===== src/rtl/clock_seq_pkg.sv =====
// Shared types, defaults and helpers for the CTI-8 clock-enable sequencer.
package clock_seq_pkg;

    // Sequencer modes: stopped, free-running, counted burst.
    typedef enum logic [1:0] {
        HALT  = 2'd0,
        RUN   = 2'd1,
        BURST = 2'd2
    } seq_state_t;

    localparam int DEFAULT_NUM_STAGES      = 6;
    localparam int DEFAULT_DIV             = 10;
    localparam int DEFAULT_BURST_W         = 8;
    localparam int DEFAULT_DEBOUNCE_CYCLES = 100000;

    // Rates beyond the slowest stage select the slowest stage.
    function automatic int clamp_rate(input int rate, input int num_stages);
        return (rate > num_stages) ? num_stages : rate;
    endfunction

endpackage


===== src/rtl/step_debouncer.sv =====
// Single-step push-button conditioner: 2-flop synchroniser, stability
// counter and a registered one-cycle pulse on the debounced rising edge.
module step_debouncer #(
    parameter int DEBOUNCE_CYCLES = 100000
) (
    input  logic clk,
    input  logic rst,
    input  logic step_raw,
    output logic step_rise
);

    localparam int CNT_W = $clog2(DEBOUNCE_CYCLES + 1);

    logic             sync1_q, sync1_d;
    logic             sync2_q, sync2_d;
    logic [CNT_W-1:0] cnt_q, cnt_d;
    logic             db_q, db_d;
    logic             db_dly_q, db_dly_d;
    logic             rise_q, rise_d;

    // Accept the synchronised level once it has differed from the debounced
    // level for DEBOUNCE_CYCLES consecutive cycles; any agreement restarts.
    always_comb begin
        sync1_d  = step_raw;
        sync2_d  = sync1_q;
        db_d     = db_q;
        cnt_d    = '0;
        db_dly_d = db_q;
        rise_d   = db_q & ~db_dly_q;
        if (sync2_q != db_q) begin
            if (cnt_q == CNT_W'(DEBOUNCE_CYCLES - 1)) begin
                db_d = sync2_q;
            end else begin
                cnt_d = cnt_q + CNT_W'(1);
            end
        end
    end

    // Register bank for the whole step path.
    always_ff @(posedge clk or posedge rst) begin
        if (rst) begin
            sync1_q  <= 1'b0;
            sync2_q  <= 1'b0;
            cnt_q    <= '0;
            db_q     <= 1'b0;
            db_dly_q <= 1'b0;
            rise_q   <= 1'b0;
        end else begin
            sync1_q  <= sync1_d;
            sync2_q  <= sync2_d;
            cnt_q    <= cnt_d;
            db_q     <= db_d;
            db_dly_q <= db_dly_d;
            rise_q   <= rise_d;
        end
    end

    assign step_rise = rise_q;

endmodule


===== src/rtl/clock_sequencer.sv =====
// CPU clock-enable generator: free-running decade prescaler chain plus a
// HALT/RUN/BURST sequencer producing a registered one-cycle enable.
module clock_sequencer
    import clock_seq_pkg::*;
#(
    parameter int NUM_STAGES      = DEFAULT_NUM_STAGES,
    parameter int DIV             = DEFAULT_DIV,
    parameter int BURST_W         = DEFAULT_BURST_W,
    parameter int DEBOUNCE_CYCLES = DEFAULT_DEBOUNCE_CYCLES,
    parameter int RATE_W          = $clog2(NUM_STAGES + 1)
) (
    input  logic               clk,
    input  logic               rst,
    input  logic [RATE_W-1:0]  rate,
    input  logic               run,
    input  logic               step,
    input  logic               burst_start,
    input  logic [BURST_W-1:0] burst_len,
    input  logic               halt_req,
    output logic               enable,
    output logic               running,
    output logic               burst_done
);

    localparam int CNT_W = $clog2(DIV);

    logic [NUM_STAGES:1] stage_max;
    logic [NUM_STAGES:0] tick;
    logic                sel_tick;
    logic                step_rise;
    logic                run_rise;
    logic [RATE_W-1:0]   rate_clamped;

    seq_state_t          state_q, state_d;
    logic [RATE_W-1:0]   rate_q, rate_d;
    logic [BURST_W-1:0]  count_q, count_d;
    logic                run_prev_q, run_prev_d;
    logic                enable_q, enable_d;
    logic                running_q, running_d;
    logic                burst_done_q, burst_done_d;
    logic                done_pend_q, done_pend_d;

    assign tick[0] = 1'b1;

    // Stage k wraps once every DIV^k clocks; a tick is an all-stages-at-max AND.
    generate
        for (genvar gi = 1; gi <= NUM_STAGES; gi++) begin : g_stage
            logic [CNT_W-1:0] cnt_q, cnt_d;

            assign stage_max[gi] = (cnt_q == CNT_W'(DIV - 1));
            assign tick[gi]      = &stage_max[gi:1];

            // Advance only when the next-faster stage ticks.
            always_comb begin
                cnt_d = cnt_q;
                if (tick[gi-1]) begin
                    cnt_d = stage_max[gi] ? '0 : cnt_q + CNT_W'(1);
                end
            end

            // Stage counter register.
            always_ff @(posedge clk or posedge rst) begin
                if (rst) begin
                    cnt_q <= '0;
                end else begin
                    cnt_q <= cnt_d;
                end
            end
        end
    endgenerate

    // Pick the tick addressed by the active rate.
    always_comb begin
        sel_tick = 1'b0;
        for (int k = 0; k <= NUM_STAGES; k++) begin
            if (rate_q == RATE_W'(k)) begin
                sel_tick = tick[k];
            end
        end
    end

    assign rate_clamped = RATE_W'(clamp_rate(int'(rate), NUM_STAGES));
    assign run_rise     = run & ~run_prev_q;

    step_debouncer #(
        .DEBOUNCE_CYCLES(DEBOUNCE_CYCLES)
    ) u_step_debouncer (
        .clk      (clk),
        .rst      (rst),
        .step_raw (step),
        .step_rise(step_rise)
    );

    // Next-state and output decode; the rate only switches on a period
    // boundary while enables are flowing, so no period is cut short.
    always_comb begin
        state_d      = state_q;
        rate_d       = rate_q;
        count_d      = count_q;
        run_prev_d   = run;
        enable_d     = 1'b0;
        done_pend_d  = 1'b0;
        burst_done_d = done_pend_q;
        case (state_q)
            HALT: begin
                rate_d = rate_clamped;
                if (halt_req) begin
                    state_d = HALT;
                end else if (run_rise) begin
                    state_d = RUN;
                end else if (burst_start) begin
                    if (burst_len != '0) begin
                        state_d = BURST;
                        count_d = burst_len;
                    end else begin
                        burst_done_d = 1'b1;
                    end
                end else begin
                    enable_d = step_rise;
                end
            end
            RUN: begin
                if (sel_tick) begin
                    rate_d = rate_clamped;
                end
                if (halt_req || !run) begin
                    state_d = HALT;
                end else begin
                    enable_d = sel_tick;
                end
            end
            BURST: begin
                if (sel_tick) begin
                    rate_d = rate_clamped;
                end
                if (halt_req) begin
                    state_d = HALT;
                end else if (sel_tick) begin
                    enable_d = 1'b1;
                    count_d  = count_q - BURST_W'(1);
                    if (count_q == BURST_W'(1)) begin
                        state_d     = HALT;
                        done_pend_d = 1'b1;
                    end
                end
            end
            default: begin
                state_d = HALT;
            end
        endcase
        running_d = (state_d != HALT);
    end

    // Sequencer state and registered outputs.
    always_ff @(posedge clk or posedge rst) begin
        if (rst) begin
            state_q      <= HALT;
            rate_q       <= RATE_W'(NUM_STAGES);
            count_q      <= '0;
            run_prev_q   <= 1'b0;
            enable_q     <= 1'b0;
            running_q    <= 1'b0;
            burst_done_q <= 1'b0;
            done_pend_q  <= 1'b0;
        end else begin
            state_q      <= state_d;
            rate_q       <= rate_d;
            count_q      <= count_d;
            run_prev_q   <= run_prev_d;
            enable_q     <= enable_d;
            running_q    <= running_d;
            burst_done_q <= burst_done_d;
            done_pend_q  <= done_pend_d;
        end
    end

    assign enable     = enable_q;
    assign running    = running_q;
    assign burst_done = burst_done_q;

endmodule


===== config.mk =====
export PLATFORM = sky130hd
export DESIGN_NAME = clock_sequencer
export DESIGN_NICKNAME = d
export VERILOG_FILES = /design/src/rtl/clock_seq_pkg.sv /design/src/rtl/step_debouncer.sv /design/src/rtl/clock_sequencer.sv
export SDC_FILE = /design/constraint.sdc
export NUM_CORES = 1
export LEC_CHECK = 0
export BUFFER_PORTS_ARGS = -buffer_cell sky130_fd_sc_hd__buf_2
export CAP_MARGIN = 0
export CELL_PAD_IN_SITES_DETAIL_PLACEMENT = 2
export CELL_PAD_IN_SITES_GLOBAL_PLACEMENT = 2
export CORE_MARGIN = 5
export CORE_UTILIZATION = 30
export DETAILED_ROUTE_END_ITERATION = 6
export GPL_TIMING_DRIVEN = 1
export HOLD_SLACK_MARGIN = 0.08
export PLACE_DENSITY_LB_ADDON = 0.1
export SLEW_MARGIN = 10
export SYNTH_ARGS = -nofsm -noshare
export SYNTH_HDL_FRONTEND = slang
export SYNTH_HIERARCHICAL = 1
export SYNTH_SLANG_ARGS = --single-unit

===== constraint.sdc =====
create_clock -name clk -period 4.2 [get_ports clk]
set_input_delay 1.26 -clock clk [delete_from_list [all_inputs] [get_ports clk]]
set_output_delay 1.26 -clock clk [all_outputs]
set_load 0.01 [all_outputs]

==> impl_results.md <==
- Outcome: completed
- Row count: 38
- Worst setup SP type: input pin
- CP bufs+invs: 1
- Worst hold start: u_step_debouncer/sync1_q$_DFF_PP0_
- Final WL: 8.40 mm
- # setup viols final: 0
- TritonCTS clock tree: done
- Die X: 116 µm
- Die area: 0.0134 mm²
- Clk_lat worst skew: 340 ps
- WP data arrival: 3000 ps
- Share of cells above drive strength 1: 14.3%
- H-tree levels: 3
- PortBufs: 19
- Post-Route Setup TNS: 0 ps
- CP Max Fanout: 8
- Hold EP: u_step_debouncer/sync2_q$_DFF_PP0_
- Leakage: 0.00172 µW
- Reg2reg start: g_stage[2].cnt_q[1]$_DFFE_PP0N_
- ANT nets after route: 0
- Cell variety after synth: 59
- Yosys top cell area share: 46.1%
- Final Cycle Share: 66.9%
- Ys flop type: dfrtp_1
- CTS max path bufs: 2
- DR vias/cell: 5.14
- Cell count after synthesis: 332
- Vias in the first global route: 2868
- First-pass GRT wire length: 14.4 mm
- DR vias: 2583
- Final worst slack: 1390 ps
- Die height: 116 µm
- Final Max Tran Viols: 0
- Max Fclk: 356 MHz
- Synthesis-to-finish area growth: 16.6%
- Syn nets: 356
- Crit path capture type: flop
- DRC errors left: 0
- Final Skew: 6.01 ps
- Initial DRC count: 105
- Hold_buf cts: 0
- CTS Sinks: 64
- Hold Violations, Final: 0
- Root buffer cell: clkbuf_16
- Cell Chain, Critical Path: buf_2, or4_1, o21ai_1, nor4_2, a22oi_1, o211ai_1
- Ranking of synthesized cells by area: dfrtp_1 (46%), xnor2_1 (4.9%), nor2_1 (4.2%)
- Fin crit period: 2810 ps
- CP peak stage delay: 580 ps
- Worst reg2reg endpoint: rate_q[0]$_DFFE_PP0P_
- Syn Area/Cell: 10.1 µm²
- Sequential element share of the synthesized area: 47.6%
- Worst hold path type: flop to flop
- Power per Cell Area: 456 mW/mm²
- Pin count of the biggest net entering global routing: 43
- Num CTS Buffers: 9
- Synth Cell Area: 0.00337 mm²
- # Max-Cap Violations: 0
- CORE AREA: 0.0109 mm²
- Slowest cell on crit path: or4_1
- Ys async rst share: 100%
- Setup bufs post-CTS: 0
- RSZ-0062 raised after global routing: false
- Post_cts resized: 0
- GP Congestion: 0.721
- WL per Instance: 16.7 µm
- Synth warn: 6
- Yosys reg bits: 64
- Top cell family by delay on the critical path: compound AO/OA/AOI/OAI gates
- Worst hold path cell count: 0
- Least-Margin Pin Slew: 946 ps
- Reg2Reg Setup Slack: 1570 ps
- Cell accounting for the most synthesized area: dfrtp_1
- Setup WS pre-CTS: 1040 ps
- Top-Level Pins: 20
- Max VDD drop: 0.219 mV
- GR Util All Layers: 13.8%
- Slew headroom: 36.9%
- Initial antenna violation count: 0
- Grt ovf: 0
- EDFF count, synth: 0
- Reg2reg path depth: 6
- DRT Pass-1 Iters: 4
- Worst Path Required: 4390 ps
- Hpwl dp: 5.88 mm
- Clk slew on worst S/H paths: 50 ps
- Starting Density: 30.8%
- Worst setup path class: input pin to flop
- Diode count: 0
- Nets: 382
-- synth_stat cells (all sizes together) (3+ instances only) --
library cell	count
dfrtp	62
nor2	38
nand2	27
inv	19
xnor2	19
nor3	14
o21ai	12
nor4	11
a21oi	10
nand3	10
xor2	8
ha	7
nor2b	7
mux2	6
nand4	6
a21o	5
a311oi	5
and3	5
mux2i	5
and2	4
nand4bb	4
nor3b	4
o22ai	4
a211oi	3
and4	3
buf	3
or4	3
-- worst max-delay path by stage --
stage	cells after the start	end	slack, ps	startpoint
6_report	6	count_q[5]$_DFFE_PP0P_	1390	burst_len[1]
5_1_grt	7	count_q[6]$_DFFE_PP0P_	1290	burst_len[1]
4_1_cts	6	count_q[5]$_DFFE_PP0P_	1400	burst_len[1]
3_5_place_dp	7	count_q[6]$_DFFE_PP0P_	1040	burst_len[1]
3_3_place_gp	7	count_q[6]$_DFFE_PP0P_	1120	burst_len[5]
2_1_floorplan	6	count_q[6]$_DFFE_PP0P_	1340	burst_len[5]
-- layout make-up --
type	count	area, µm²
clock buffer	11	243
timing repair buffer	19	95.1
tap	140	175
fill	1210	7010
clock inverter	5	80.1
multi-input combinational	245	1660
inverter	19	71.3
sequential	64	1600
-- placed cells by master, fill, tap and decap left out, drive strengths merged, types with 5 or more instances in the layout --
cell    count
o21ai      12
dfrtp      62
nor3       14
buf        19
a21o        5
nor2b       7
nor2       38
nand3      10
xnor2      19
and3        5
clkbuf     11
mux2i       5
nand4       6
a21oi      10
mux2        6
nor4       11
a311oi      5
xor2        8
ha          7
inv        19
nand2      27
-- layer usage --
| layer | share of wire [%] | vias to the layer above | track usage, % |
|---|---|---|---|
| li1 | - | 1244 | - |
| met1 | 46 | 1305 | 17.1 |
| met2 | 49 | 21 | 22.3 |
| met3 | 3.4 | 13 | 4.70 |
| met4 | 1.5 | 0 | 4.80 |
| met5 | 0 | - | 0 |
-- sequential cells by signal, summed over array words and instances (netlist names) --
register and flops:
g_stage.cnt_q 24, u_step_debouncer/cnt_q 17, count_q 8, rate_q 3, state_q 2, burst_done 1, done_pend_q 1, enable 1
run_prev_q 1, running 1, u_step_debouncer/db_dly_d 1, u_step_debouncer/db_dly_q 1, u_step_debouncer/step_rise 1, u_step_debouncer/sync1_q 1, u_step_debouncer/sync2_q 1
-- metrics by stage --
step,std cells,total power [µW],cell area (µm²),utilization (%),hold WS (ps)
final,503,1790,3930,35.9,354
after detailed placement,487,979,3600,33.0,348
after floorplan,332,898,3370,-,331
after global placement,487,974,3600,33.0,335
after global routing,503,1890,3930,35.9,373
after CTS,503,1830,3930,35.9,361
-- kinds of logic (layout without fill, tap and decap cells) --
logic type,Yosys count,in the layout,share of synthesized area (%)
simple gates,146,146,24.8
buf+inv,23,54,3.12
mux,11,11,3.49
flops,64,64,47.6
fa+ha+maj,7,7,2.60
compound gates,54,54,11.3
xor+xnor,27,27,7.02
-- where the power goes --
part           switching (µW)  leakage [µW]  internal, µW
clock                     293      0.000152           535
combinational             146      0.000732          91.0
sequential               57.0      0.000838           669
Power figures use the tool's default switching activity.
